**config.mk**
```make
export PLATFORM = sky130hd
export DESIGN_NAME = dmem_arbiter
export DESIGN_NICKNAME = d
export VERILOG_FILES = /design/src/rtl/dmem_arbiter.sv
export SDC_FILE = /design/constraint.sdc
export NUM_CORES = 1
export LEC_CHECK = 0
export ABC_AREA = 1
export BUFFER_PORTS_ARGS = -buffer_cell sky130_fd_sc_hd__buf_2
export CORE_MARGIN = 1.5
export CORE_UTILIZATION = 43
export CTS_CLUSTER_SIZE = 30
export DETAILED_ROUTE_END_ITERATION = 10
export GPL_ROUTABILITY_DRIVEN = 0
export PLACE_DENSITY = 0.72
export SETUP_SLACK_MARGIN = 0.02
export SKIP_LAST_GASP = 1
export SLEW_MARGIN = 0
export SYNTH_ARGS = -nofsm -noshare
export SYNTH_HDL_FRONTEND = slang
export SYNTH_SLANG_ARGS = --single-unit
```
**constraint.sdc**
```tcl
create_clock -name clk -period 1.6 [get_ports clk]
set_input_delay 0.16 -clock clk [delete_from_list [all_inputs] [get_ports clk]]
set_output_delay 0.16 -clock clk [all_outputs]
set_load 0.005 [all_outputs]
```
**src/rtl/dmem_arbiter.sv**
```systemverilog
// Round-robin arbiter between a load port and a store port sharing one data memory.
// Each granted request takes IDLE -> ACCESS -> RESP, or IDLE -> RESP when rejected.
module dmem_arbiter #(
  parameter bit CHECK_ALIGN = 1'b1,
  parameter bit STORE_FIRST = 1'b0
) (
  input  logic        clk,
  input  logic        rst_n,
  input  logic        ld_req,
  input  logic [31:0] ld_addr,
  input  logic [2:0]  ld_type,
  output logic        ld_done,
  output logic        ld_err,
  output logic [31:0] ld_data,
  input  logic        st_req,
  input  logic [31:0] st_addr,
  input  logic [1:0]  st_type,
  input  logic [31:0] st_data,
  output logic        st_done,
  output logic        st_err,
  output logic [1:0]  dmem_inchoice,
  output logic [2:0]  dmem_outchoice,
  output logic [31:0] dmem_addr,
  output logic [31:0] dmem_wdata,
  input  logic [31:0] dmem_rdata,
  output logic        busy
);

  typedef enum logic [1:0] {
    S_IDLE   = 2'b00,
    S_ACCESS = 2'b01,
    S_RESP   = 2'b10
  } state_t;

  state_t      r_state;
  state_t      w_nextState;
  logic        r_isStore;
  logic        r_lastStore;
  logic        r_err;
  logic [31:0] r_addr;
  logic [31:0] r_wdata;
  logic [31:0] r_ldData;
  logic [2:0]  r_type;

  logic        w_grantAny;
  logic        w_grantStore;
  logic        w_ldBad;
  logic        w_stBad;
  logic        w_reqBad;
  logic [31:0] w_selAddr;
  logic [2:0]  w_selType;
  logic        w_access;
  logic        w_resp;

  // With both ports pending, the one not granted last wins.
  assign w_grantAny   = ld_req || st_req;
  assign w_grantStore = st_req && (!ld_req || !r_lastStore);
  assign w_selAddr    = w_grantStore ? st_addr : ld_addr;
  assign w_selType    = w_grantStore ? {1'b0, st_type} : ld_type;
  assign w_reqBad     = w_grantStore ? w_stBad : w_ldBad;

  always_comb begin
    w_ldBad = 1'b0;
    case (ld_type)
      3'b000:         w_ldBad = CHECK_ALIGN && (ld_addr[1:0] != 2'b00);
      3'b001, 3'b010: w_ldBad = CHECK_ALIGN && ld_addr[0];
      3'b011, 3'b100: w_ldBad = 1'b0;
      default:        w_ldBad = 1'b1;
    endcase
  end

  always_comb begin
    w_stBad = 1'b0;
    case (st_type)
      2'b01:   w_stBad = CHECK_ALIGN && (st_addr[1:0] != 2'b00);
      2'b10:   w_stBad = CHECK_ALIGN && st_addr[0];
      2'b11:   w_stBad = 1'b0;
      default: w_stBad = 1'b1;
    endcase
  end

  always_comb begin
    w_nextState = r_state;
    case (r_state)
      S_IDLE: begin
        if (w_grantAny) begin
          w_nextState = w_reqBad ? S_RESP : S_ACCESS;
        end
      end
      S_ACCESS: w_nextState = S_RESP;
      S_RESP:   w_nextState = S_IDLE;
      default:  w_nextState = S_IDLE;
    endcase
  end

  always_ff @(posedge clk or negedge rst_n) begin
    if (!rst_n) begin
      r_state     <= S_IDLE;
      r_isStore   <= 1'b0;
      r_lastStore <= !STORE_FIRST;
      r_err       <= 1'b0;
      r_addr      <= 32'h0;
      r_wdata     <= 32'h0;
      r_type      <= 3'b000;
      r_ldData    <= 32'h0;
    end else begin
      r_state <= w_nextState;
      if (r_state == S_IDLE && w_grantAny) begin
        r_isStore   <= w_grantStore;
        r_lastStore <= w_grantStore;
        r_err       <= w_reqBad;
        r_addr      <= w_selAddr;
        r_type      <= w_selType;
        r_wdata     <= st_data;
      end
      if (r_state == S_ACCESS && !r_isStore) begin
        r_ldData <= dmem_rdata;
      end
    end
  end

  // Memory controls are live only in ACCESS, so an async reset there also kills the write.
  assign w_access       = (r_state == S_ACCESS);
  assign w_resp         = (r_state == S_RESP);
  assign dmem_inchoice  = (w_access && r_isStore) ? r_type[1:0] : 2'b00;
  assign dmem_outchoice = (w_access && !r_isStore) ? r_type : 3'b111;
  assign dmem_addr      = w_access ? r_addr : 32'h0;
  assign dmem_wdata     = (w_access && r_isStore) ? r_wdata : 32'h0;

  assign ld_done = w_resp && !r_isStore;
  assign st_done = w_resp && r_isStore;
  assign ld_err  = ld_done && r_err;
  assign st_err  = st_done && r_err;
  assign ld_data = r_ldData;
  assign busy    = (r_state != S_IDLE);

endmodule

```
Yosys cells after proc, flatten, opt, wreduce, memory -nomap -nowiden
Index checks and enable logic that the tools add are counted.
- flip-flop bits (word level): 104
- latch bits: 0
- RAM bits: 0
- bits in read-only memories: 0
- input bits: 137
- output and inout port bits: 106
- logic and storage cells: 50
- memories: 0
- add/subtract/negate cells: 0
- $mul: 0
- divide/modulo/power cells: 0
- order comparisons: 0
- equal/unequal tests: 10
- shift-type cells: 0
- mux-type cells: 12
- bitwise operators: 0
- reduce and logical (&&, ||, !) cells: 20
- operator list (kind ; number):
    32-bit two-way mux ; 3
    1-bit logical AND ; 8
    2-bit == test (second input constant) ; 3
    3-bit by 2-bit == test with 1-bit output (second input constant) ; 2
    2-bit two-way mux ; 3
    3-bit two-way mux ; 2
    1-bit case mux with 3 select lines ; 2
    2-bit nonzero test ; 3
    2-bit by 1-bit == test with 1-bit output (second input constant) ; 2
    2-bit case mux with 2 select lines ; 1
    2-bit OR reduction ; 2
    3-bit by 1-bit == test with 1-bit output (second input constant) ; 1
    3-bit == test (second input constant) ; 1
    1-bit zero test ; 3
    3-bit zero test ; 1
    2-bit zero test ; 1
    1-bit logical OR ; 2
    2-bit != test (second input constant) ; 1
    1-bit two-way mux ; 1

Depth between registers and ports, before layout
- depth after elaboration: 7
- depth in mapped cells: 8
- mapped depth without buffers: 7

Least setup slack after synthesis
No wires, ideal clock.
- path type: flip-flop to flip-flop
- start: register r_lastStore
- end: register r_addr[15]
- library setup time: 0.126 ns
- data arrival time: 1.193 ns
- data required time: 1.474 ns
- path slack: 0.281 ns
- stages on the path, launching flop included: 8
- buffers on the path: 2
- period minus slack after synthesis: 1.319 ns
- path through: dfstp_2 nand2_1 nand2_2 inv_2 buf_6 buf_2 o21ai_0 o22ai_1
- cells in the longest elaborated chain, start to end: 4
- RTL lines (what ; RTL line ; source):
    start: declaration ; 38 ; logic r_lastStore;
    start signal: assignment ; 100 ; r_lastStore <= !STORE_FIRST;
    start signal: assignment ; 110 ; r_lastStore <= w_grantStore;
    1-bit zero test ; 57 ; assign w_grantStore = st_req && (!ld_req || !r_lastStore);
    1-bit logical OR ; 57 ;
    1-bit logical AND ; 57 ;
    32-bit two-way mux ; 58 ; assign w_selAddr = w_grantStore ? st_addr : ld_addr;
    end signal: assignment ; 112 ; r_addr <= w_selAddr;
    end: declaration ; 40 ; logic [31:0] r_addr;
Every way passes these cells.
A chain may end at the register's enable or synchronous reset.

Worst setup path in the final report
- start: register r_state[1]
- end: output dmem_outchoice[2]
- cells in the longest elaborated chain, start to end: 3
- RTL lines (what ; RTL line ; source):
    start: declaration ; 35 ; state_t r_state;
    start signal: assignment ; 107 ; r_state <= w_nextState;
    2-bit by 1-bit == test with 1-bit output ; 123 ; assign w_access = (r_state == S_ACCESS);
    1-bit logical AND ; 126 ; assign dmem_outchoice = (w_access && !r_isStore) ? r_type : 3'b111;
    3-bit two-way mux ; 126 ;
    end: declaration ; 22 ; output logic [2:0] dmem_outchoice,
Every way passes these cells.

==> metrics.cfg <==
[layout]
design_area_sq_mm = 0.00707
nets = 996
n_fill_cell = 907
multi_input_area_sq_mm = 0.00188
finalNonFillerCells = 1003
seqCellArea_sq_mm = 0.00260
drive_above_1_share = 0.394
synthToLayoutAreaGrowth_pct = 48.9

[logic_synthesis]
ys_seq_elements = 104
ys_top_cells_by_count = 146 x nand2_1, 105 x nor2_1, 103 x dfrtp_1, 72 x inv_1, 55 x o21ai_0
synthCells = 583
synth_nets = 720
synth_most_common_cell = nand2_1
synth_area_leader_cell = dfrtp_1
synth-edff-count = 0
async_flop_share = 1.00
synth-main-ff-cell = dfrtp_1
yosysWarnings = 0
synth.distinct_cells = 26
netlist_top_cells_area = dfrtp_1 54%, nand2_1 12%, nor2_1 8.3%
synth_seq_area_share = 0.548
synth_top_area_frac = 0.543
synth_area_sq_mm = 0.00475
syn-mean-instance-area_sq_um = 8.15

[clock_tree]
cts.sinks = 104
clk_latency_ns = 0.35
cts_tree = yes
cts_inserted_buffers = 9
ctsLongestPathBuffers = 2
clockRootBuffer = clkbuf_8
h-tree-depth = 3
cts.reportedPaths.clkPinSlew_ns = 0.09

[floorplanning]
coreArea_sq_mm = 0.0108
die_area_sq_mm = 0.0117
ios = 243
start_util = 0.440
die_x_um = 108
row_count = 38
die_h_um = 108

[setup_path]
start_kind = register
critPathMaxStageDelay_ns = 0.41
slowest_stage = dfrtp_1
cp_max_fo = 3
rr_worst_depth = 9
path_class = reg -> out
path_cells = nor2_4 > buf_4 > nand2_4 > or2_4 > buf_6
cpLargestDelayFamily = simple AND/OR/NAND/NOR gates
cp.arrival_ns = 1.47
required_ns = 1.44
cp_num_buf_inv = 2
critPathCaptureType = primary output
cp.depth = 5

[route]
vias_per_cell = 4.87
first_pass_iters = 4
routed_wl_mm = 14.4
avgRoutedWirePerCell_um = 14.4
drc_errors = 0
drtIter0Drc = 236
ant_nets = 0
vias = 4885

[sta]
grt_setup_unrepaired = yes
clock_skew_ns = 0.00906
finalSetupViolCount = 18
post-route-period-util = 1.02
worst_pin_slew_ns = 0.365
relSlewSlack = 0.757
slew_violations = 0
tns_ns = -0.246
whs_ns = 0.0204
hold_viol_final = 0
fin_ws_ns = -0.0298
min_period_ns = 1.63
max_freq_ghz = 0.614

[placed_design]
hpwl_mm = 9.50
post-place-cells = 943
port_buffers = 242
place_area_sq_mm = 0.00610

[flow_run]
drv_cap = 0

[global_routing]
first_global_vias = 4522
grt_usage = 0.216
grt_start_max_net_pins = 69
antenna_found_initial = 1
grt_first_pass_wirelength_mm = 20.0
grt_overflow = 0

[power_and_ir_drop]
p_sw_uw = 4130
ir_drop_mv = 0.738
cellPowerDensity_mw_per_mm2 = 1520
power_leakage_uw = 0.00387
internal-power_uw = 6630
p_seq_frac = 0.410
finalPower_uw = 10800
swShare = 0.384
p_clk_frac = 0.129
p_comb_frac = 0.461

[min_path]
hold_depth = 3
hp-class = in -> reg

[outcome]
violations = negative setup slack
status = finished, violations left

-- cell usage in the layout, fill, tap and decap left out, types with 14 or more instances in the layout --
| master | count |
|---|---|
| buf_2 | 235 |
| nand2_1 | 145 |
| dfrtp_1 | 103 |
| nor2_1 | 74 |
| inv_1 | 70 |
| o21ai_0 | 54 |
| o22ai_1 | 27 |
| dlygate4sd3_1 | 25 |
| nor2_4 | 24 |
| buf_4 | 15 |
| o21ai_1 | 14 |
-- per-layer routing --
layer | track usage | vias to the layer above | routed length (um)
met4 | 0.101 | 0 | 335
li1 | - | 2363 | -
met5 | 0 | - | 0
met1 | 0.247 | 2292 | 5710
met3 | 0.0561 | 25 | 1030
met2 | 0.377 | 205 | 7370
-- registers in the layout (all words and copies together), names as in the netlist --
name / count
r_lastStore: 1
ld_data: 32
r_isStore: 1
r_err: 1
r_state: 2
r_type: 3
r_wdata: 32
r_addr: 32
-- metrics by stage --
| step | utilization | setup WS (ns) |
|---|---|---|
| floorplan | - | 0.281 |
| global placement | 0.565 | 0.118 |
| detailed placement | 0.565 | 0.0735 |
| CTS | 0.604 | -0.0528 |
| global route | 0.655 | -0.125 |
| finish | 0.655 | -0.0298 |
-- area by class of cell --
type                       count  share of cell area
antenna                        1            0.000354
clock buffer                  13              0.0210
clock inverter                 1            0.000707
inverter                      77              0.0419
multi-input combinational    369               0.265
sequential                   104               0.368
tap                          140              0.0248
timing repair buffer         298               0.278
-- power groups by stage --
| stage | combinational (uW) | clock (uW) | sequential, uW |
|---|---|---|---|
| after floorplan | 2540 | 0 | 4400 |
| after global placement | 3780 | 0 | 4380 |
| after detailed placement | 3940 | 0 | 4450 |
| after CTS | 4070 | 1430 | 4390 |
| after global routing | 5530 | 1560 | 4520 |
| final | 4960 | 1390 | 4410 |
-- cell families (layout without fill, tap and decap cells) --
logic type	count (synthesis)	in the layout	synth area share
simple gates	264	264	0.219
compound gates	105	105	0.130
flops	104	104	0.548
other cells	0	1	0
buf+inv	110	389	0.102
-- timing repair --
action / in CTS / in global routing
hold buffers: 23 / 2
pin swaps: 0 / 1
resized for setup: 8 / 68
buffers inserted: 2 / 9
cloned: 0 / 9
endpoints found under the hold margin: 44 / 2
endpoints found under the setup margin: 65 / 98
-- final timing paths --
kind / endpoint / slack [ns] / startpoint
max: dmem_outchoice[2] / -0.03 / r_state[1]$_DFFE_PN0P_
min: ld_data[3]$_DFFE_PN0P_ / 0.02 / dmem_rdata[3]
max reg2reg: r_wdata[23]$_DFFE_PN0P_ / 0.06 / r_state[1]$_DFFE_PN0P_
min reg2reg: r_lastStore$_DFFE_PN1P_ / 0.48 / r_lastStore$_DFFE_PN1P_
max in group asynchronous: r_lastStore$_DFFE_PN1P_ / 0.76 / rst_n
min in group asynchronous: r_addr[9]$_DFFE_PN0P_ / 0.26 / rst_n
-- worst reg2reg max path, cell delays in order (launching register included) --
cell	delay [ns]
dfrtp_1	0.41
buf_4	0.15
inv_2	0.10
nand2_4	0.09
nor2_8	0.13
buf_4	0.15
buf_12	0.10
buf_6	0.17
nand2_1	0.07
o21ai_0	0.09
(Power assumes the default switching activity.)
